===== config.mk =====
export PLATFORM = sky130hd
export DESIGN_NAME = rf_write_scheduler_flat
export DESIGN_NICKNAME = d
export VERILOG_FILES = /design/src/rtl/rf_write_scheduler_if.sv /design/src/rtl/rf_write_scheduler.sv /design/src/flat_wrapper.sv
export SDC_FILE = /design/constraint.sdc
export NUM_CORES = 1
export LEC_CHECK = 0
export BUFFER_PORTS_ARGS = -buffer_cell sky130_fd_sc_hd__buf_4
export CAP_MARGIN = 20
export CELL_PAD_IN_SITES_DETAIL_PLACEMENT = 0
export CELL_PAD_IN_SITES_GLOBAL_PLACEMENT = 1
export CORE_UTILIZATION = 36
export DETAILED_ROUTE_END_ITERATION = 12
export PLACE_DENSITY_LB_ADDON = 0.1
export SYNTH_ARGS = -nofsm -noshare
export SYNTH_HDL_FRONTEND = slang
export SYNTH_SLANG_ARGS = --single-unit

===== constraint.sdc =====
create_clock -name clk -period 4.25 [get_ports clk]
set_clock_uncertainty 0.2 [all_clocks]
set_input_delay 0.6375 -clock clk [delete_from_list [all_inputs] [get_ports clk]]
set_output_delay 0.6375 -clock clk [all_outputs]
set_load 0.02 [all_outputs]

===== src/rtl/rf_write_scheduler_if.sv =====
`default_nettype none
// ============================================================================
// Module   : rf_write_scheduler_if
// Purpose  : Writeback-side bundle for rf_write_scheduler: two requester
//            valid/ready channels, soft-clear pulse, and the register file
//            write port (A3/WE3/WD3) with status flags.
// Revision : 1.0 - initial release
// ============================================================================
interface rf_write_scheduler_if #(
  parameter int DATA_W = 32,
  parameter int ADDR_W = 5
);
  logic              clr_req;
  logic              req0_valid;
  logic [ADDR_W-1:0] req0_addr;
  logic [DATA_W-1:0] req0_data;
  logic              req0_ready;
  logic              req1_valid;
  logic [ADDR_W-1:0] req1_addr;
  logic [DATA_W-1:0] req1_data;
  logic              req1_ready;
  logic [ADDR_W-1:0] a3;
  logic              we3;
  logic [DATA_W-1:0] wd3;
  logic              busy;
  logic              err;

  // Writeback side: raises requests and observes the write port.
  modport master (
    output clr_req,
    output req0_valid, req0_addr, req0_data,
    output req1_valid, req1_addr, req1_data,
    input  req0_ready, req1_ready,
    input  a3, we3, wd3, busy, err
  );

  // Scheduler side: accepts requests and drives the write port.
  modport slave (
    input  clr_req,
    input  req0_valid, req0_addr, req0_data,
    input  req1_valid, req1_addr, req1_data,
    output req0_ready, req1_ready,
    output a3, we3, wd3, busy, err
  );
endinterface
`default_nettype wire


===== src/rtl/rf_write_scheduler.sv =====
`default_nettype none
// ============================================================================
// Module   : rf_write_scheduler
// Purpose  : Shares the single register file write port between ALU (req0)
//            and load (req1) writeback with round-robin arbitration, and
//            zeroes every register after reset and on a soft-clear pulse.
// Revision : 1.0 - initial release
// ============================================================================
module rf_write_scheduler #(
  parameter int DATA_W         = 32,
  parameter int ADDR_W         = 5,
  parameter int NREGS          = 8,
  parameter int CLEAR_ON_RESET = 1
) (
  input  wire logic          clk,
  input  wire logic          rst_n,
  rf_write_scheduler_if.slave bus
);

  localparam int                  c_IDX_W    = (NREGS > 1) ? $clog2(NREGS) : 1;
  localparam logic [c_IDX_W-1:0]  c_LAST_IDX = c_IDX_W'(NREGS - 1);
  // One extra bit so NREGS itself is representable for the range compare.
  localparam logic [ADDR_W:0]     c_NREGS    = (ADDR_W + 1)'(NREGS);

  typedef enum logic [0:0] {
    ST_CLEAR = 1'b0,
    ST_ARB   = 1'b1
  } state_t;

  localparam state_t c_RST_STATE = (CLEAR_ON_RESET != 0) ? ST_CLEAR : ST_ARB;

  state_t              r_state;
  logic [c_IDX_W-1:0]  r_idx;
  logic                r_last_grant;   // 1: req1 was granted last
  logic [ADDR_W-1:0]   r_a3;
  logic                r_we3;
  logic [DATA_W-1:0]   r_wd3;
  logic                r_err;

  logic                w_arb;
  logic                w_gnt0;
  logic                w_gnt1;
  logic [ADDR_W-1:0]   w_sel_addr;
  logic [DATA_W-1:0]   w_sel_data;
  logic                w_in_range;

  // Grants depend only on valids, clear request, state and last grant;
  // the reset term keeps both READYs low while reset is asserted.
  assign w_arb      = rst_n && (r_state == ST_ARB) && !bus.clr_req;
  assign w_gnt0     = w_arb && bus.req0_valid && (!bus.req1_valid || r_last_grant);
  assign w_gnt1     = w_arb && bus.req1_valid && (!bus.req0_valid || !r_last_grant);
  assign w_sel_addr = w_gnt1 ? bus.req1_addr : bus.req0_addr;
  assign w_sel_data = w_gnt1 ? bus.req1_data : bus.req0_data;
  // Out-of-range writes are dropped rather than aliased onto a low register.
  assign w_in_range = ({1'b0, w_sel_addr} < c_NREGS);

  assign bus.req0_ready = w_gnt0;
  assign bus.req1_ready = w_gnt1;
  assign bus.a3         = r_a3;
  assign bus.we3        = r_we3;
  assign bus.wd3        = r_wd3;
  assign bus.err        = r_err;
  assign bus.busy       = (r_state == ST_CLEAR);

  // Clear sequencer / arbiter FSM with registered write-port outputs.
  always_ff @(posedge clk or negedge rst_n) begin
    if (!rst_n) begin
      r_state      <= c_RST_STATE;
      r_idx        <= '0;
      r_last_grant <= 1'b1;
      r_a3         <= '0;
      r_we3        <= 1'b0;
      r_wd3        <= '0;
      r_err        <= 1'b0;
    end else begin
      case (r_state)
        ST_CLEAR: begin
          // Clear pulses are ignored here: the sweep never restarts.
          r_a3  <= ADDR_W'(r_idx);
          r_wd3 <= '0;
          r_we3 <= 1'b1;
          r_err <= 1'b0;
          if (r_idx == c_LAST_IDX) begin
            r_idx   <= '0;
            r_state <= ST_ARB;
          end else begin
            r_idx <= r_idx + c_IDX_W'(1);
          end
        end
        ST_ARB: begin
          if (bus.clr_req) begin
            r_state <= ST_CLEAR;
            r_idx   <= '0;
            r_we3   <= 1'b0;
            r_err   <= 1'b0;
          end else if (w_gnt0 || w_gnt1) begin
            r_last_grant <= w_gnt1;
            r_a3         <= w_sel_addr;
            r_wd3        <= w_sel_data;
            r_we3        <= w_in_range;
            r_err        <= !w_in_range;
          end else begin
            r_we3 <= 1'b0;
            r_err <= 1'b0;
          end
        end
        default: begin
          r_state <= c_RST_STATE;
          r_idx   <= '0;
          r_we3   <= 1'b0;
          r_err   <= 1'b0;
        end
      endcase
    end
  end

endmodule
`default_nettype wire


===== src/flat_wrapper.sv =====
// flat-port wrapper written by rule: the top's interface ports become plain ports
module rf_write_scheduler_flat 
#(
  parameter int DATA_W         = 32,
  parameter int ADDR_W         = 5,
  parameter int NREGS          = 8,
  parameter int CLEAR_ON_RESET = 1
)
  (clk, rst_n, bus_clr_req, bus_req0_valid, bus_req0_addr, bus_req0_data, bus_req1_valid, bus_req1_addr, bus_req1_data, bus_req0_ready, bus_req1_ready, bus_a3, bus_we3, bus_wd3, bus_busy, bus_err);
  rf_write_scheduler_if #(.DATA_W(DATA_W), .ADDR_W(ADDR_W)) bus_i ();
  input  wire logic clk;
  input  wire logic rst_n;
  input wire logic [$bits(bus_i.clr_req)-1:0] bus_clr_req;
  input wire logic [$bits(bus_i.req0_valid)-1:0] bus_req0_valid;
  input wire logic [$bits(bus_i.req0_addr)-1:0] bus_req0_addr;
  input wire logic [$bits(bus_i.req0_data)-1:0] bus_req0_data;
  input wire logic [$bits(bus_i.req1_valid)-1:0] bus_req1_valid;
  input wire logic [$bits(bus_i.req1_addr)-1:0] bus_req1_addr;
  input wire logic [$bits(bus_i.req1_data)-1:0] bus_req1_data;
  output wire logic [$bits(bus_i.req0_ready)-1:0] bus_req0_ready;
  output wire logic [$bits(bus_i.req1_ready)-1:0] bus_req1_ready;
  output wire logic [$bits(bus_i.a3)-1:0] bus_a3;
  output wire logic [$bits(bus_i.we3)-1:0] bus_we3;
  output wire logic [$bits(bus_i.wd3)-1:0] bus_wd3;
  output wire logic [$bits(bus_i.busy)-1:0] bus_busy;
  output wire logic [$bits(bus_i.err)-1:0] bus_err;
  assign bus_i.clr_req = bus_clr_req;
  assign bus_i.req0_valid = bus_req0_valid;
  assign bus_i.req0_addr = bus_req0_addr;
  assign bus_i.req0_data = bus_req0_data;
  assign bus_i.req1_valid = bus_req1_valid;
  assign bus_i.req1_addr = bus_req1_addr;
  assign bus_i.req1_data = bus_req1_data;
  assign bus_req0_ready = bus_i.req0_ready;
  assign bus_req1_ready = bus_i.req1_ready;
  assign bus_a3 = bus_i.a3;
  assign bus_we3 = bus_i.we3;
  assign bus_wd3 = bus_i.wd3;
  assign bus_busy = bus_i.busy;
  assign bus_err = bus_i.err;
  rf_write_scheduler #(.DATA_W(DATA_W), .ADDR_W(ADDR_W), .NREGS(NREGS), .CLEAR_ON_RESET(CLEAR_ON_RESET)) u_core (.clk(clk), .rst_n(rst_n), .bus(bus_i));
endmodule

-- After elaboration in Yosys (flattened, before gate mapping)
Cells that the tools add are included.
- add/subtract/negate cells: 1
- order comparisons: 1
- equality and inequality tests: 4
- muxes and demuxes: 20
- bitwise logic cells: 2
- reductions and logical operators: 16
- operator list (operator ; number):
    32-bit 2-to-1 mux ; 3
    32-bit one-hot mux with 2 select lines ; 1
    5-bit 2-to-1 mux ; 3
    5-bit one-hot mux with 2 select lines ; 1
    1-bit logical AND ; 6
    1-bit 2-to-1 mux ; 6
    3-bit 2-to-1 mux ; 2
    2-bit inequality test, second input constant ; 3
    1-bit one-hot mux with 2 select lines ; 3
    3-bit one-hot mux with 2 select lines ; 1
    1-bit zero test ; 5
    5-bit by 4-bit < comparator with 1-bit output, second input constant ; 1
    3-bit by 1-bit adder with 3-bit output, second input constant ; 1
    3-bit == test, second input constant ; 1
    1-bit logical OR ; 3
    3-bit AND reduction ; 1
    1-bit inverter ; 2
    2-bit AND reduction ; 1
- flip-flop bits (word level): 44
- bits of input ports: 79
- output and inout bits: 42
- word-level logic and storage cells: 51

-- Longest topological paths before layout
- word-level depth: 10
- depth in mapped cells: 5
- gate-level depth less buffers: 4

-- Least setup slack after synthesis
No wires, ideal clock.
- path kind: input -> output
- start point: in bus_clr_req
- end point: out bus_req0_ready
- arrival: 1.339 ns
- setup slack: 2.073 ns
- cell stages on the path: 2
- buffers on the path: 0
- cell sequence: nand3b_4 nor3_1
- longest elaborated chain between the ends: 4
- ends and longest elaborated chain (what ; RTL line ; text):
    start, declared ; flat_wrapper.sv:13 ; input wire logic [$bits(bus_i.clr_req)-1:0] bus_clr_req;
    1-bit zero test ; rf_write_scheduler.sv:49 ; assign w_arb = rst_n && (r_state == ST_ARB) && !bus.clr_req;
    1-bit logical AND ; rf_write_scheduler.sv:49 ;
    1-bit logical AND (2 in a row) ; rf_write_scheduler.sv:50 ; assign w_gnt0 = w_arb && bus.req0_valid && (!bus.req1_valid || r_last_grant);
    end, declared ; flat_wrapper.sv:20 ; output wire logic [$bits(bus_i.req0_ready)-1:0] bus_req0_ready;
No other way between the ends.

-- Worst setup path in the final report
- start point: in rst_n
- end point: out bus_req0_ready
- longest elaborated chain between the ends: 4
- ends and longest elaborated chain (what ; RTL line ; text):
    start, declared ; flat_wrapper.sv:12 ; input wire logic rst_n;
    1-bit logical AND (2 in a row) ; rf_write_scheduler.sv:49 ;
    1-bit logical AND (2 in a row) ; rf_write_scheduler.sv:50 ;
No other way between the ends.

==> key figures <==
Clock network
  – CTS root buffer: clkbuf_8
  – Clk Latency, worst-skew pair: between 0.2 and 0.3 ns
  – Post-CTS Resized: 0
  – Reg clk slew, reported paths: about 0.090 ns
  – Total clock sinks: 44
  – Longest Clk Path Bufs: 2
  – H-tree levels: 2
  – Hold Buf Count CTS: 0
  – TritonCTS Buffers: 5
  – Setup Buffers After CTS: 0
  – CTS tree: built

Synth
  – XOR/XNOR Fraction of Synth Area: 0%
  – Sequential share of the synthesized area: 47.54%
  – Most frequent cell after synthesis: mux2i_1
  – Synth Area in Compound Gates: 3.616%
  – Ys async rst share: 100.0%
  – Synth warnings: 0
  – Synthesized area: 2318 sq um
  – Cells after Synth: between 200 and 250
  – Register bit total from synthesis: between 40 and 50
  – Top_reg_cell synth: dfrtp_1
  – Yosys top cell area share: between 40% and 50%
  – Synth Area in Simple Gates: 10.79%
  – Synth Area in Adders: around 1.1%
  – Area contributors post-synth: dfrtp_1 46%, mux2i_1 32%, nand2_1 6.5%
  – Number of synthesized flops with an enable pin: 0
  – Yosys top cell by area: dfrtp_1
  – Most frequent cells after synthesis: 74 x mux2i_1, 43 x dfrtp_1, 40 x nand2_1
  – Largest family of logic cells by synthesized area: multiplexers
  – Syn_area_per_cell: around 11 sq um
  – Synth unique cells: 25
  – Post-Syn Nets: around 280
  – Post-synthesis mux area share: a little under a third

Final layout
  – Final std cells w/o fill: between 300 and 400
  – Area delta synth->final: 44.47%
  – Design Area, Final: about 3300 sq um
  – Register area: roughly 1100 sq um
  – Fill count: 577
  – Nets: around 400
  – Share of layout cells above drive strength 1: ~42%
  – Area of the multi-input gates: 1107 sq um
  – Antenna diodes: 0

Timing
  – Slew headroom: 48.98%
  – Final hold violation count: 0
  – Setup TNS: 0 ns
  – Setup violators final: 0
  – Fmax: about 370 MHz
  – Post-route clock period utilization: around 63%
  – Pins Over Slew Limit: 0
  – RSZ-0062 raised after global routing: no
  – Period minus WS final: 2.668 ns
  – Worst Max-Slew Pin Slew: 0.7653 ns

Drt
  – Drt initial violations: between 60 and 70
  – First-pass detailed-route iteration total: 4
  – DR DRC count: 0
  – Avg WL per Cell: between 10 and 15 microns
  – Routed via count: approximately 1900
  – Final wirelength: 5309 microns
  – DRT antenna net count: 0
  – Vias per Instance: ~4.7

Pwr
  – Psw: between 0.0004 and 0.0005 W
  – PwrDens: approximately 400 nW/um^2
  – Switching Share: approximately 33%
  – Clock Power Share: 23.6%
  – Flop pwr share: approximately two fifths
  – Worst vdd ir: between 0.2 and 0.25 mV
  – P_int: slightly below 0.0009 W
  – LEAKAGE: roughly 1.7 nW
  – Comb power frac: 35.5%

Place
  – Area after DPL: 3238 sq um
  – RePlAce Congestion: about 0.73
  – Port Buf Inserts: 120
  – HPWL after DPL: between 3000 and 4000 microns
  – Placed cell count: 386

Worst setup path
  – Crit. End Element: output pin
  – Req. time, crit path: 3.41 ns
  – CP startpoint kind: primary input
  – Setup CP Type: primary input to output pin
  – CP Data Arrival Time: 1.83 ns
  – CP Max Fanout: 46

Global route
  – Initial antenna violation count: 0
  – Vias in the first global route: ~1800
  – Gr usage total: about 16%
  – Largest net degree at the start of global routing: 47
  – First-pass GRT wire length: 8342 microns
  – GR Overflow Total: 0

Die
  – # IOs: approximately 120
  – Die height: between 80 and 90 microns
  – Core Area: slightly above 6000 sq um
  – Die Span X: about 80 microns
  – FP Rows: 28
  – Total die area: 6765 sq um
  – Initial core utilization: a little under two fifths

Hold path
  – Worst min-delay path class: primary input to async pin

Run status
  – Outcome: completed

Flow run
  – # Max-Cap Violations: 0
[flip-flops by register name, indices dropped and copies added, names as in the netlist]
signal               cells
u_core.bus.we3           1
u_core.bus.a3            5
u_core.r_state           1
u_core.r_last_grant      1
u_core.r_idx             3
u_core.bus.wd3          32
u_core.bus.err           1
[layout by cell type, fill, tap and decap left out, types with 2 or more instances in the layout]
cell type / count
o221ai_1: 2
nand2b_1: 2
buf_4: 122
o21ai_0: 4
clkbuf_8: 5
nor2_1: 4
ha_1: 2
o2bb2ai_1: 2
mux2i_1: 74
inv_1: 5
nand2_1: 40
dfrtp_1: 43
[power groups by stage]
stage / Clock, W / Sequential [W] / Combinational (W)
after floorplan: 0 / 0.000588 / 0.000266
after global placement: 0 / 0.000556 / 0.000485
after detailed placement: 0 / 0.000556 / 0.000487
after CTS: 0.000332 / 0.000549 / 0.000486
after global routing: 0.000347 / 0.000560 / 0.000525
final: 0.000317 / 0.000548 / 0.000475
[final cells by class]
cell class | count | area share, %
Sequential cell | 44 | 32.91
Multi-Input combinational cell | 140 | 33.06
Timing Repair Buffer | 122 | 27.34
Clock inverter | 3 | 1.270
Inverter | 5 | 0.5603
Clock buffer | 5 | 2.055
Tap cell | 75 | 2.802
[cell families after synthesis]
family,count (synthesis)
AND/OR/NAND/NOR,53
multiplexers,74
buffers and inverters,18
AO/OA/AOI/OAI,11
adder cells (fa/ha/maj),2
flip-flops,44
[through the flow]
stage                power, W  worst slack, ns  hold slack, ns  utilization (%)
floorplan           0.0008538            2.073          0.1419                -
global placement     0.001042            1.527          0.3167            53.43
detailed placement   0.001043            1.537          0.3053            53.43
CTS                  0.001367            1.520          0.1574            55.26
global route         0.001432            1.404          0.1786            55.26
finish               0.001340            1.582          0.1416            55.26
[metal layers]
metal | share of wire, % | track usage, % | vias to the layer above
met5 | 0 | 0 | -
met4 | 1.1 | 5.789 | 0
met3 | 6.9 | 3.297 | 6
met2 | 48 | 27.77 | 64
met1 | 44 | 20.73 | 876
li1 | - | - | 924
[critical path, stage by stage]
cell and delay, ns:
buf_4 0.47, nand3b_4 0.21, nor3_1 0.30, buf_4 0.20
[worst paths after layout]
path                                                      start  cells after the start                              end  slack, ns
min in group clk                u_core.r_last_grant$_DFFE_PN1P_                      2  u_core.r_last_grant$_DFFE_PN1P_       0.31
worst max-delay path                                      rst_n                      4                   bus_req0_ready       1.58
worst min register to register  u_core.r_last_grant$_DFFE_PN1P_                      2  u_core.r_last_grant$_DFFE_PN1P_       0.31
worst max register to register         u_core.r_state$_DFF_PN0_                      3   u_core.bus.wd3[27]$_DFFE_PN0P_       2.21
max in group asynchronous                                 rst_n                      1   u_core.bus.wd3[19]$_DFFE_PN0P_       3.31
worst min-delay path                                      rst_n                      1    u_core.bus.wd3[0]$_DFFE_PN0P_       0.14
(Power assumes the default switching activity.)
